==> src/rtl/clock_set_ctrl.sv <==
// 24-hour BCD time-of-day counter with a RUN / SET_HR / SET_MIN set FSM.
// Buttons are synchronised and edge-detected; a 1 Hz tick comes from an internal divider.
module clock_set_ctrl #(
   parameter int unsigned SEC_TICK_DIV = 100_000_000
) (
   input  logic       clk_in,
   input  logic       rst_n,
   input  logic       mode_pb,
   input  logic       inc_pb,
   output logic [1:0] hour_tens,
   output logic [3:0] hour_ones,
   output logic [2:0] min_tens,
   output logic [3:0] min_ones,
   output logic [2:0] sec_tens,
   output logic [3:0] sec_ones,
   output logic [1:0] mode,
   output logic       blink,
   output logic       sec_pulse
);

   localparam int unsigned DIV_W = $clog2(SEC_TICK_DIV);
   localparam logic [DIV_W-1:0] DIV_MAX = DIV_W'(SEC_TICK_DIV - 1);

   typedef enum logic [1:0] {
      RUN     = 2'd0,
      SET_HR  = 2'd1,
      SET_MIN = 2'd2
   } state_t;

   state_t           state, state_nx;
   logic [DIV_W-1:0] div, div_nx;
   logic             mode_s1, mode_s2, mode_p;
   logic             inc_s1, inc_s2, inc_p;
   logic             mode_edge, inc_edge, tick;
   logic [1:0]       hour_tens_nx;
   logic [3:0]       hour_ones_nx, min_ones_nx, sec_ones_nx;
   logic [2:0]       min_tens_nx, sec_tens_nx;
   logic             blink_nx;

   // 23 -> 00 wrap, otherwise BCD +1
   function automatic logic [5:0] hour_inc(input logic [1:0] t, input logic [3:0] o);
      if (t == 2'd2 && o == 4'd3) return 6'd0;
      else if (o == 4'd9)         return {t + 2'd1, 4'd0};
      else                        return {t, o + 4'd1};
   endfunction

   // 59 -> 00 wrap, no carry out
   function automatic logic [6:0] min_inc(input logic [2:0] t, input logic [3:0] o);
      if (o != 4'd9)      return {t, o + 4'd1};
      else if (t == 3'd5) return 7'd0;
      else                return {t + 3'd1, 4'd0};
   endfunction

   // two-flop synchronisers plus history flop per button
   always_ff @(posedge clk_in or negedge rst_n) begin
      if (!rst_n) begin
         mode_s1 <= 1'b0; mode_s2 <= 1'b0; mode_p <= 1'b0;
         inc_s1  <= 1'b0; inc_s2  <= 1'b0; inc_p  <= 1'b0;
      end else begin
         mode_s1 <= mode_pb; mode_s2 <= mode_s1; mode_p <= mode_s2;
         inc_s1  <= inc_pb;  inc_s2  <= inc_s1;  inc_p  <= inc_s2;
      end
   end

   assign mode_edge = mode_s2 & ~mode_p;
   assign inc_edge  = inc_s2 & ~inc_p;
   assign tick      = (div == DIV_MAX);
   assign mode      = state;

   always_ff @(posedge clk_in or negedge rst_n) begin
      if (!rst_n) begin
         state     <= RUN;
         div       <= '0;
         hour_tens <= '0;
         hour_ones <= '0;
         min_tens  <= '0;
         min_ones  <= '0;
         sec_tens  <= '0;
         sec_ones  <= '0;
         blink     <= 1'b0;
         sec_pulse <= 1'b0;
      end else begin
         state     <= state_nx;
         div       <= div_nx;
         hour_tens <= hour_tens_nx;
         hour_ones <= hour_ones_nx;
         min_tens  <= min_tens_nx;
         min_ones  <= min_ones_nx;
         sec_tens  <= sec_tens_nx;
         sec_ones  <= sec_ones_nx;
         blink     <= blink_nx;
         sec_pulse <= tick;
      end
   end

   // next-state and next-time; a mode edge always pre-empts inc and tick effects
   always_comb begin
      state_nx     = state;
      div_nx       = tick ? '0 : div + DIV_W'(1);
      hour_tens_nx = hour_tens;
      hour_ones_nx = hour_ones;
      min_tens_nx  = min_tens;
      min_ones_nx  = min_ones;
      sec_tens_nx  = sec_tens;
      sec_ones_nx  = sec_ones;
      blink_nx     = 1'b0;
      case (state)
         RUN: begin
            if (mode_edge) begin
               state_nx    = SET_HR;
               sec_tens_nx = '0;
               sec_ones_nx = '0;
            end else if (tick) begin
               if (sec_ones != 4'd9) begin
                  sec_ones_nx = sec_ones + 4'd1;
               end else begin
                  sec_ones_nx = '0;
                  if (sec_tens != 3'd5) begin
                     sec_tens_nx = sec_tens + 3'd1;
                  end else begin
                     sec_tens_nx = '0;
                     {min_tens_nx, min_ones_nx} = min_inc(min_tens, min_ones);
                     if (min_tens == 3'd5 && min_ones == 4'd9)
                        {hour_tens_nx, hour_ones_nx} = hour_inc(hour_tens, hour_ones);
                  end
               end
            end
         end
         SET_HR: begin
            sec_tens_nx = '0;
            sec_ones_nx = '0;
            if (mode_edge) begin
               state_nx = SET_MIN;
            end else begin
               blink_nx = tick ? ~blink : blink;
               if (inc_edge) {hour_tens_nx, hour_ones_nx} = hour_inc(hour_tens, hour_ones);
            end
         end
         SET_MIN: begin
            sec_tens_nx = '0;
            sec_ones_nx = '0;
            if (mode_edge) begin
               state_nx = RUN;
               div_nx   = '0;
            end else begin
               blink_nx = tick ? ~blink : blink;
               if (inc_edge) {min_tens_nx, min_ones_nx} = min_inc(min_tens, min_ones);
            end
         end
         default: begin
            if (mode_edge) state_nx = RUN;
         end
      endcase
   end

endmodule

==> config.mk <==
export PLATFORM = sky130hd
export DESIGN_NAME = clock_set_ctrl
export DESIGN_NICKNAME = d
export VERILOG_FILES = /design/src/rtl/clock_set_ctrl.sv
export SDC_FILE = /design/constraint.sdc
export NUM_CORES = 1
export LEC_CHECK = 0
export ABC_AREA = 1
export BUFFER_PORTS_ARGS = -buffer_cell sky130_fd_sc_hd__buf_2
export CAP_MARGIN = 20
export CORE_MARGIN = 3
export CORE_UTILIZATION = 45
export DETAILED_ROUTE_END_ITERATION = 8
export PLACE_DENSITY_LB_ADDON = 0.15
export SLEW_MARGIN = 10
export SYNTH_ARGS = -nofsm -noshare
export SYNTH_HDL_FRONTEND = slang
export SYNTH_SLANG_ARGS = --single-unit
==> constraint.sdc <==
create_clock -name clk_in -period 1.8 [get_ports clk_in]
set_clock_uncertainty 0.05 [all_clocks]
set_input_delay 0.27 -clock clk_in [delete_from_list [all_inputs] [get_ports clk_in]]
set_output_delay 0.27 -clock clk_in [all_outputs]
set_load 0.05 [all_outputs]
* Word-level counts from Yosys, hierarchy flattened
Index checks and enable logic that the tools add are counted.
Word-level totals: register bits after elaboration 57, input bits 4, output and inout port bits 24, logic and storage cells 115
Operators by class: $add $sub $neg 7, eq/ne operators 23, multiplexer cells 53, bitwise gates (word level) 5, reductions and logical operators 11
Operators with widths (count):
- two-way mux 27 bit | 3
- two-way mux 4 bit | 16
- two-way mux 3 bit | 10
- adder 27 x 1 -> 27 bit (second input constant) | 1
- equality test 27 bit (second input constant) | 1
- one-hot mux 4 bit (2 select lines) | 3
- two-way mux 2 bit | 10
- != test 2 bit (second input constant) | 9
- two-way mux 7 bit | 2
- adder 4 x 1 -> 4 bit (second input constant) | 3
- two-way mux 6 bit | 2
- one-hot mux 3 bit (2 select lines) | 2
- != test 3 bit (second input constant) | 3
- equality test 4 bit (second input constant) | 2
- != test 4 bit (second input constant) | 2
- one-hot mux 2 bit (2 select lines) | 2
- AND reduction 8 bit | 1
- AND reduction 7 bit | 1
- adder 3 x 1 -> 3 bit (second input constant) | 2
- nonzero test 2 bit | 3
- equality test 2 bit (second input constant) | 2
- equality test 4 x 2 -> 1 bit (second input constant) | 1
- equality test 3 bit (second input constant) | 1
- two-way mux 1 bit | 3
- 10 further kinds | 14

* Longest topological paths before layout
Gate-level depths: netlist (run 1).
depth after elaboration 9, gate-level depth with buffers 12, depth with buffers taken out 12

* Least setup slack after synthesis (run 1)
Ideal clock, no wire load.
path type register to register, from register state[0] (netlist: mode[0]), to register hour_tens[0], setup time 118 ps, arrival time 1842 ps, data required time 1632 ps, path slack -210 ps, stages on the path, launching flop included 11, buffers on the path 1, period minus slack after synthesis 2010 ps, cells stage by stage dfrtp_1 -> inv_1 -> ha_1 -> buf_2 -> nand2_1 -> nor2_1 -> a21oi_1 -> nor2_2 -> nand4_1 -> nand2_1 -> nand2_1
Between the ends: longest elaborated chain between the ends 3, elaborated cells between the ends (all ways) 12
RTL lines:
- from (decl) | RTL line 30 | state_t state, state_nx;
- from (signal assigned) | RTL line 83 | state <= state_nx;
- equality test 2 x 1 -> 1 bit / zero test 2 bit (equally long branches) | RTL line 107 | case (state)
- != test 2 bit (no source line) / nonzero test 2 bit (equally long branches)
- AND reduction 8 bit (no source line)
- to (signal assigned) | RTL line 85 | hour_tens <= hour_tens_nx;
- to (decl) | RTL line 10 | output logic [1:0] hour_tens,
Several ways; a longest one is shown, not always the timed one. A chain may end at the register's enable or synchronous reset.

* Final worst setup path (run 1)
from register div[1], to register min_ones[1]
Between the ends: longest elaborated chain between the ends 3
RTL lines:
- from (decl) | RTL line 31 | logic [DIV_W-1:0] div, div_nx;
- from (signal assigned) | RTL line 84 | div <= div_nx;
- equality test 27 bit | RTL line 67 | assign tick = (div == DIV_MAX);
- != test 2 bit (no source line)
- AND reduction 7 bit (no source line)
- to (signal assigned) | RTL line 88 | min_ones <= min_ones_nx;
- to (decl) | RTL line 13 | output logic [3:0] min_ones,
Every way passes these cells.

==> flow_summary.yaml, run 1 <==
route:
  wl_met2_um: 3430
  wl_per_cell_um: 12.1
  viasPerCell: 4.86
  dr.pass1.iters: 6
  routed_wl_um: 7150
  ant_nets: 0
  first_iter_violations: 99
  dr_total_vias: 2880
  dr.max_layer_used: "met4"
  wl_met3_um: 203
  wl_met1_um: 3370
  drc: 0
sta:
  rsz0062_at_grt: "true"
  setup_slack_ns: -0.0123
  worst_pin_slew_ns: 0.472
  max_freq_ghz: 0.552
  min_period_over_period_pct: 101
  final-hold-violation-count: 0
  slew_headroom_pct: 68.5
  setup_violations: 6
  maxSlewViolCount: 0
  period_needed_ns: 1.81
run_status:
  status: "complete, but fails checks"
  violations: "negative setup slack"
run:
  drv_cap: 0
critical_path:
  path_max_fanout: 8
  crit_path_top_delay_cell: "dfrtp_1"
  critPathKind: "register to register"
  crit_chain: "ha_2, nand2_2, nor2_4, nand2_4, nor2_4, nand2_4, o21bai_4, nand2_2, nand2_1, nand2_1"
  critPathCaptureType: "register"
  worstPathRequired_ns: 1.99
  worst-path-buf-inv: 0
  r2r_setup_slack_ns: -0.01
  slowest_delay_ns: 0.39
  cpLargestDelayFamily: "simple AND/OR/NAND/NOR gates"
  start_kind: "register"
  critPathArrivalTime_ns: 2.00
pwr:
  p_seq_share_pct: 37.3
  p_sw_share_pct: 42.6
  p_clk_share_pct: 23.1
  finalPower_uw: 4630
  p_sw_uw: 1970
  combPwrFrac_pct: 39.6
  p_int_uw: 2660
  p_leak_uw: 0.00196
  power.density_nw_per_um2: 1190
  ir_worst_vdd_v: 0.000613
global_routing:
  overflow: 0
  grt_use_total_pct: 18.2
  grt_pass1_wl_um: 12100
  first_global_vias: 2735
  grt_max_degree: 40
  antenna_found_initial: 0
final_layout:
  final_nets: 504
  num_antenna_cells: 0
  layout.cells.non_filler: 593
  final_area_um2: 3890
  area_delta_synth_final_pct: 18.7
  final_core_util_pct: 56.0
  drive_above_1_share_pct: 19.5
logic_synthesis:
  synth_edf_count: 0
  synth_warnings: 0
  syn-num-nets: 451
  syn_area_per_cell_um2: 7.47
  yosysSeqAreaShare_pct: 43.5
  synth_cells: 439
  synth_cell_types: 31
  async_flop_share_pct: 100
  syn_area_um2: 3280
  ys_ff_latch: 57
  synth_ff_type: "dfrtp_1"
floorplan:
  core_um2: 6940
  rows: 30
  dieArea_um2: 8340
  start_util_pct: 47.2
  dieHeight_um: 91.4
  fp.dieW_um: 91.4
  io_pins: 28
place:
  gp_congestion: 0.907
  hpwl_um: 5100
  placedCellCount: 570
  io_buffers: 27
  dpl_cell_area_um2: 3620
cts:
  clock_path_buffers: 2
  clock_latency_ns: 0.34
  clock_sinks: 57
  cts_tree: "done"
  clk_pin_slew_worst_paths_ns: 0.07
  cts_htree_levels: 3
  cts_buffers: 9
  cts_root_buffer: "clkbuf_8"
hold_path:
  hp-class: "register to register"
==> layout make-up <==
type	count	area, um^2
Fill cell	663	3050
Clock buffer	13	159
Multi-Input combinational cell	320	1650
Clock inverter	3	15.0
Inverter	59	221
Timing Repair Buffer	45	290
Sequential cell	57	1430
Tap cell	96	120
==> per-stage QoR <==
stage	setup TNS (ns)	setup WS, ns	hold slack [ns]
finish	-0.0334	-0.0123	0.289
global route	-1.56	-0.136	0.305
CTS	0	0.0272	0.293
detailed placement	0	0.0492	0.201
global placement	0	0.102	0.199
floorplan	0	0.00169	-0.0756
==> layer usage <==
layer,up-vias,track usage [%]
met3,12,3.48
li1,1507,-
met1,1329,22.7
met2,32,30.3
met5,-,0
met4,0,8.54
==> cells in the mapped netlist (2+ instances only) <==
cell | instances | area [um^2]
nor2_1 | 59 | 221
o21ai_0 | 12 | 60.1
or3_1 | 2 | 12.5
nand4_1 | 17 | 106
or2_2 | 2 | 12.5
nand2_2 | 6 | 37.5
inv_1 | 58 | 218
nand2_1 | 118 | 443
a21oi_1 | 11 | 55.1
buf_2 | 2 | 10.0
ha_1 | 8 | 100
o21ai_1 | 6 | 30.0
xor2_1 | 10 | 87.6
nor3_1 | 19 | 95.1
nor2_2 | 5 | 31.3
nor2_4 | 4 | 45.0
nand3b_1 | 2 | 15.0
nand2_4 | 4 | 45.0
dfrtp_1 | 57 | 1430
nand3_1 | 26 | 130
==> path summary, 6_finish.rpt <==
kind                              start     endpoint  depth (start not counted)
worst max-delay path             div[1]  min_ones[1]                         10
worst min-delay path            mode_s1      mode_s2                          0
worst max register to register   div[1]  min_ones[1]                         10
worst min register to register  mode_s1      mode_s2                          0
max in group asynchronous         rst_n      div[13]                          3
min in group asynchronous         rst_n  sec_tens[0]                          2
==> power by group through the flow <==
| stage | combinational, uW | clock (uW) | sequential (uW) |
|---|---|---|---|
| 2_1_floorplan | 969 | 0 | 2130 |
| 4_1_cts | 1800 | 1100 | 1720 |
| 3_3_place_gp | 1780 | 0 | 1730 |
| 3_5_place_dp | 1780 | 0 | 1740 |
| 5_1_grt | 2040 | 1150 | 1770 |
| 6_report | 1830 | 1070 | 1730 |
==> repair_timing <==
| action | in CTS | in global routing |
|---|---|---|
| buffers inserted | 0 | 4 |
| hold endpoints to repair | 20 | 0 |
| resized for setup | 0 | 10 |
| hold buffers | 3 | 0 |
| setup endpoints to repair | 0 | 25 |
==> worst reg2reg max path: stages (launching register included) <==
cell and delay, ns:
dfrtp_1 0.39, ha_2 0.22, nand2_2 0.08, nor2_4 0.14, nand2_4 0.10, nor2_4 0.11, nand2_4 0.10, o21bai_4 0.27
nand2_2 0.13, nand2_1 0.08, nand2_1 0.04
==> sequential cells by signal, summed over array words and instances, names as in the netlist <==
name       flops
sec_pulse      1
mode_s2        1
inc_p          1
mode_p         1
hour_ones      4
mode_s1        1
sec_ones       4
sec_tens       3
inc_s2         1
min_tens       3
div           27
blink          1
min_ones       4
inc_s1         1
mode           2
hour_tens      2
==> logic make-up after synthesis <==
group	share of synthesized area [%]
compound gates	5.92
xor+xnor	2.94
fa+ha+maj	3.05
buf+inv	7.40
flops	43.5
simple gates	37.2
==> layout by cell type (no fill, tap or decap), types with 2 or more instances in the layout <==
master,instances
dfrtp_2,4
o21ai_0,12
o21ai_1,6
dfrtp_1,53
nor2_4,5
clkbuf_1,2
nand3b_1,2
clkinv_2,3
nor2_1,57
or3_1,2
clkbuf_8,11
nand2_4,4
dlygate4sd3_1,3
xor2_1,10
buf_4,14
inv_2,4
inv_1,55
ha_1,6
nand2_1,116
nor3_2,3
nor2_2,6
a21oi_1,11
nor3_1,17
nand2_2,8
nand4_1,17
or2_2,2
buf_2,27
nand3_1,25
Power figures use the tool's default switching activity.
==> run 2, diff against run 1 <==
--- a/config.mk
+++ b/config.mk
@@ -11,7 +11,7 @@
 export CORE_MARGIN = 3
 export CORE_UTILIZATION = 45
 export DETAILED_ROUTE_END_ITERATION = 8
-export PLACE_DENSITY_LB_ADDON = 0.15
+export PLACE_DENSITY = 0.65
 export SLEW_MARGIN = 10
 export SYNTH_ARGS = -nofsm -noshare
 export SYNTH_HDL_FRONTEND = slang
==> run 2 against run 1 <==
The flow now finishes without violations. Flip-flop and latch count stayed put. Final cell count down 0.17%. Fmax up 2.3%. Clock power grew 7%. Highest routed layer unchanged.
==> flow_summary.yaml, run 2 (same netlist as run 1, synthesis figures left out) <==
sta:
  min_period_over_period_pct: 98.4
  max_freq_ghz: 0.565
  maxSlewViolCount: 0
  rsz0062_at_grt: "true"
  setup-tns-final_ns: 0
  setup_violations: 0
  worst_pin_slew_ns: 0.296
  period_needed_ns: 1.77
  slew_headroom_pct: 80.1
  final-hold-violation-count: 0
route:
  drc: 0
  wl_per_cell_um: 12.0
  dr.pass1.iters: 4
  viasPerCell: 4.92
  routed_wl_um: 7110
  dr_total_vias: 2913
  ant_nets: 0
  first_iter_violations: 129
floorplan:
  fp.dieW_um: 91.4
  start_util_pct: 47.2
  io_pins: 28
  rows: 30
  dieArea_um2: 8340
  dieHeight_um: 91.4
  core_um2: 6940
global_routing:
  grt_use_total_pct: 18.3
  use_met1_pct: 23.0
  antenna_found_initial: 0
  grt.busiest_layer: "met2"
  grt_util_met3_pct: 4.14
  met2_usage_pct: 30.9
  overflow: 0
  grt_max_degree: 58
  first_global_vias: 2891
  grt_pass1_wl_um: 12600
pwr:
  combPwrFrac_pct: 38.9
  p_clk_share_pct: 24.4
  ir_worst_vdd_v: 0.000831
  power.density_nw_per_um2: 1200
  p_leak_uw: 0.00196
  p_seq_share_pct: 36.7
  p_sw_uw: 1940
  p_int_uw: 2760
  p_sw_share_pct: 41.3
cts:
  cts_buffers: 9
  clk_pin_slew_worst_paths_ns: 0.06
  clock_sinks: 57
  cts_tree: "done"
  clock_path_buffers: 2
  clock_latency_ns: 0.33
  cts_htree_levels: 3
  cts_root_buffer: "clkbuf_8"
final_layout:
  final_nets: 503
  layout_commonest_cell: "nand2_1"
  seqCellArea_um2: 1430
  mostFrequentLayoutCells: "nand2_1 (116), nor2_1 (56), inv_1 (55)"
  nFillCells: 662
  largest_register_ffs: 27
  multi_input_area_um2: 1670
  final_core_util_pct: 56.4
  num_antenna_cells: 0
  regMostFlops: "div"
  area_delta_synth_final_pct: 19.4
  drive_above_1_share_pct: 20.0
critical_path:
  ff2ff_path_depth: 10
  critPathKind: "register to register"
  critPathArrivalTime_ns: 1.98
  r2r_setup_slack_ns: 0.03
  worstReg2RegStart: "div[1]"
  path_max_fanout: 6
  r2r_end: "hour_tens[0]"
  worstPathRequired_ns: 2.01
  start_kind: "register"
  critPathCaptureType: "register"
run:
  drv_cap: 0
hold_path:
  hold_end: "mode_s2"
  min_from: "mode_s1"
  min_path_cells: 0
  hp-class: "register to register"
place:
  hpwl_um: 5110
  gp_congestion: 0.877
  io_buffers: 27
run_status:
  status: "complete, no violations"
==> run 2: cell types whose count changed in the layout (fill, tap and decap cells not counted), sizes merged <==
| cell | change |
|---|---|
| buf | -1 |
| bufinv | +1 |
| clkinv | -1 |
==> run 2: cell type report <==
type	count	share of cell area, %
clock buffers	13	3.80
clock inverters	3	1.02
inverters	59	5.66
multi-input cells	320	42.7
flip-flops and latches	57	36.6
well taps	96	3.07
repair buffers	44	7.22
==> run 2: what timing repair did <==
action                     CTS  global route
resized for setup            0            14
setup endpoints to repair    0            29
hold buffers                 3             0
buffers inserted             0             5
hold endpoints to repair    59             0
==> run 2: power by group through the flow <==
stage | Sequential [uW] | Combinational [uW] | Clock, uW
after floorplan | 2130 | 969 | 0
after global placement | 1740 | 1770 | 0
after detailed placement | 1740 | 1790 | 0
after CTS | 1720 | 1800 | 1180
after global routing | 1770 | 2040 | 1240
final | 1730 | 1830 | 1150
==> run 2: worst max-delay path by stage <==
stage | slack [ns] | start | to | cells past startpoint
2_1_floorplan | 0.002 | mode[0] | hour_tens[0] | 10
3_3_place_gp | 0.1 | div[1] | min_ones[0] | 10
3_5_place_dp | 0.03 | div[1] | hour_ones[2] | 10
4_1_cts | 0.04 | div[1] | min_ones[1] | 10
5_1_grt | -0.08 | div[1] | min_ones[1] | 10
6_report | 0.03 | div[1] | hour_tens[0] | 10
==> run 2: through the flow <==
stage | cell area, um^2 | hold WS [ns] | power (uW) | setup WS [ns] | cells
after detailed placement | 3610 | 0.250 | 3530 | 0.0318 | 568
after CTS | 3830 | 0.308 | 4700 | 0.0396 | 587
after floorplan | 3300 | -0.0756 | 3100 | 0.00169 | 439
after global placement | 3610 | 0.245 | 3500 | 0.0967 | 568
after global routing | 3920 | 0.311 | 5050 | -0.0774 | 592
final | 3920 | 0.302 | 4710 | 0.0291 | 592
==> run 2: critical path, stage by stage, from the launching register on <==
cell      delay (ns)
dfrtp_1         0.37
ha_2            0.19
nand2_2         0.07
nor2_4          0.16
nand2_4         0.11
nor2_4          0.11
nand2_4         0.10
o21bai_4        0.24
buf_4           0.15
nand4_1         0.07
nand2_1         0.07
==> run 2: metal layers <==
metal	share of wire, %	vias up	wire (um)
met3	3.2	9	228
met2	48	50	3430
met4	1.3	0	95
met1	47	1354	3360
met5	0	-	0
li1	-	1500	-
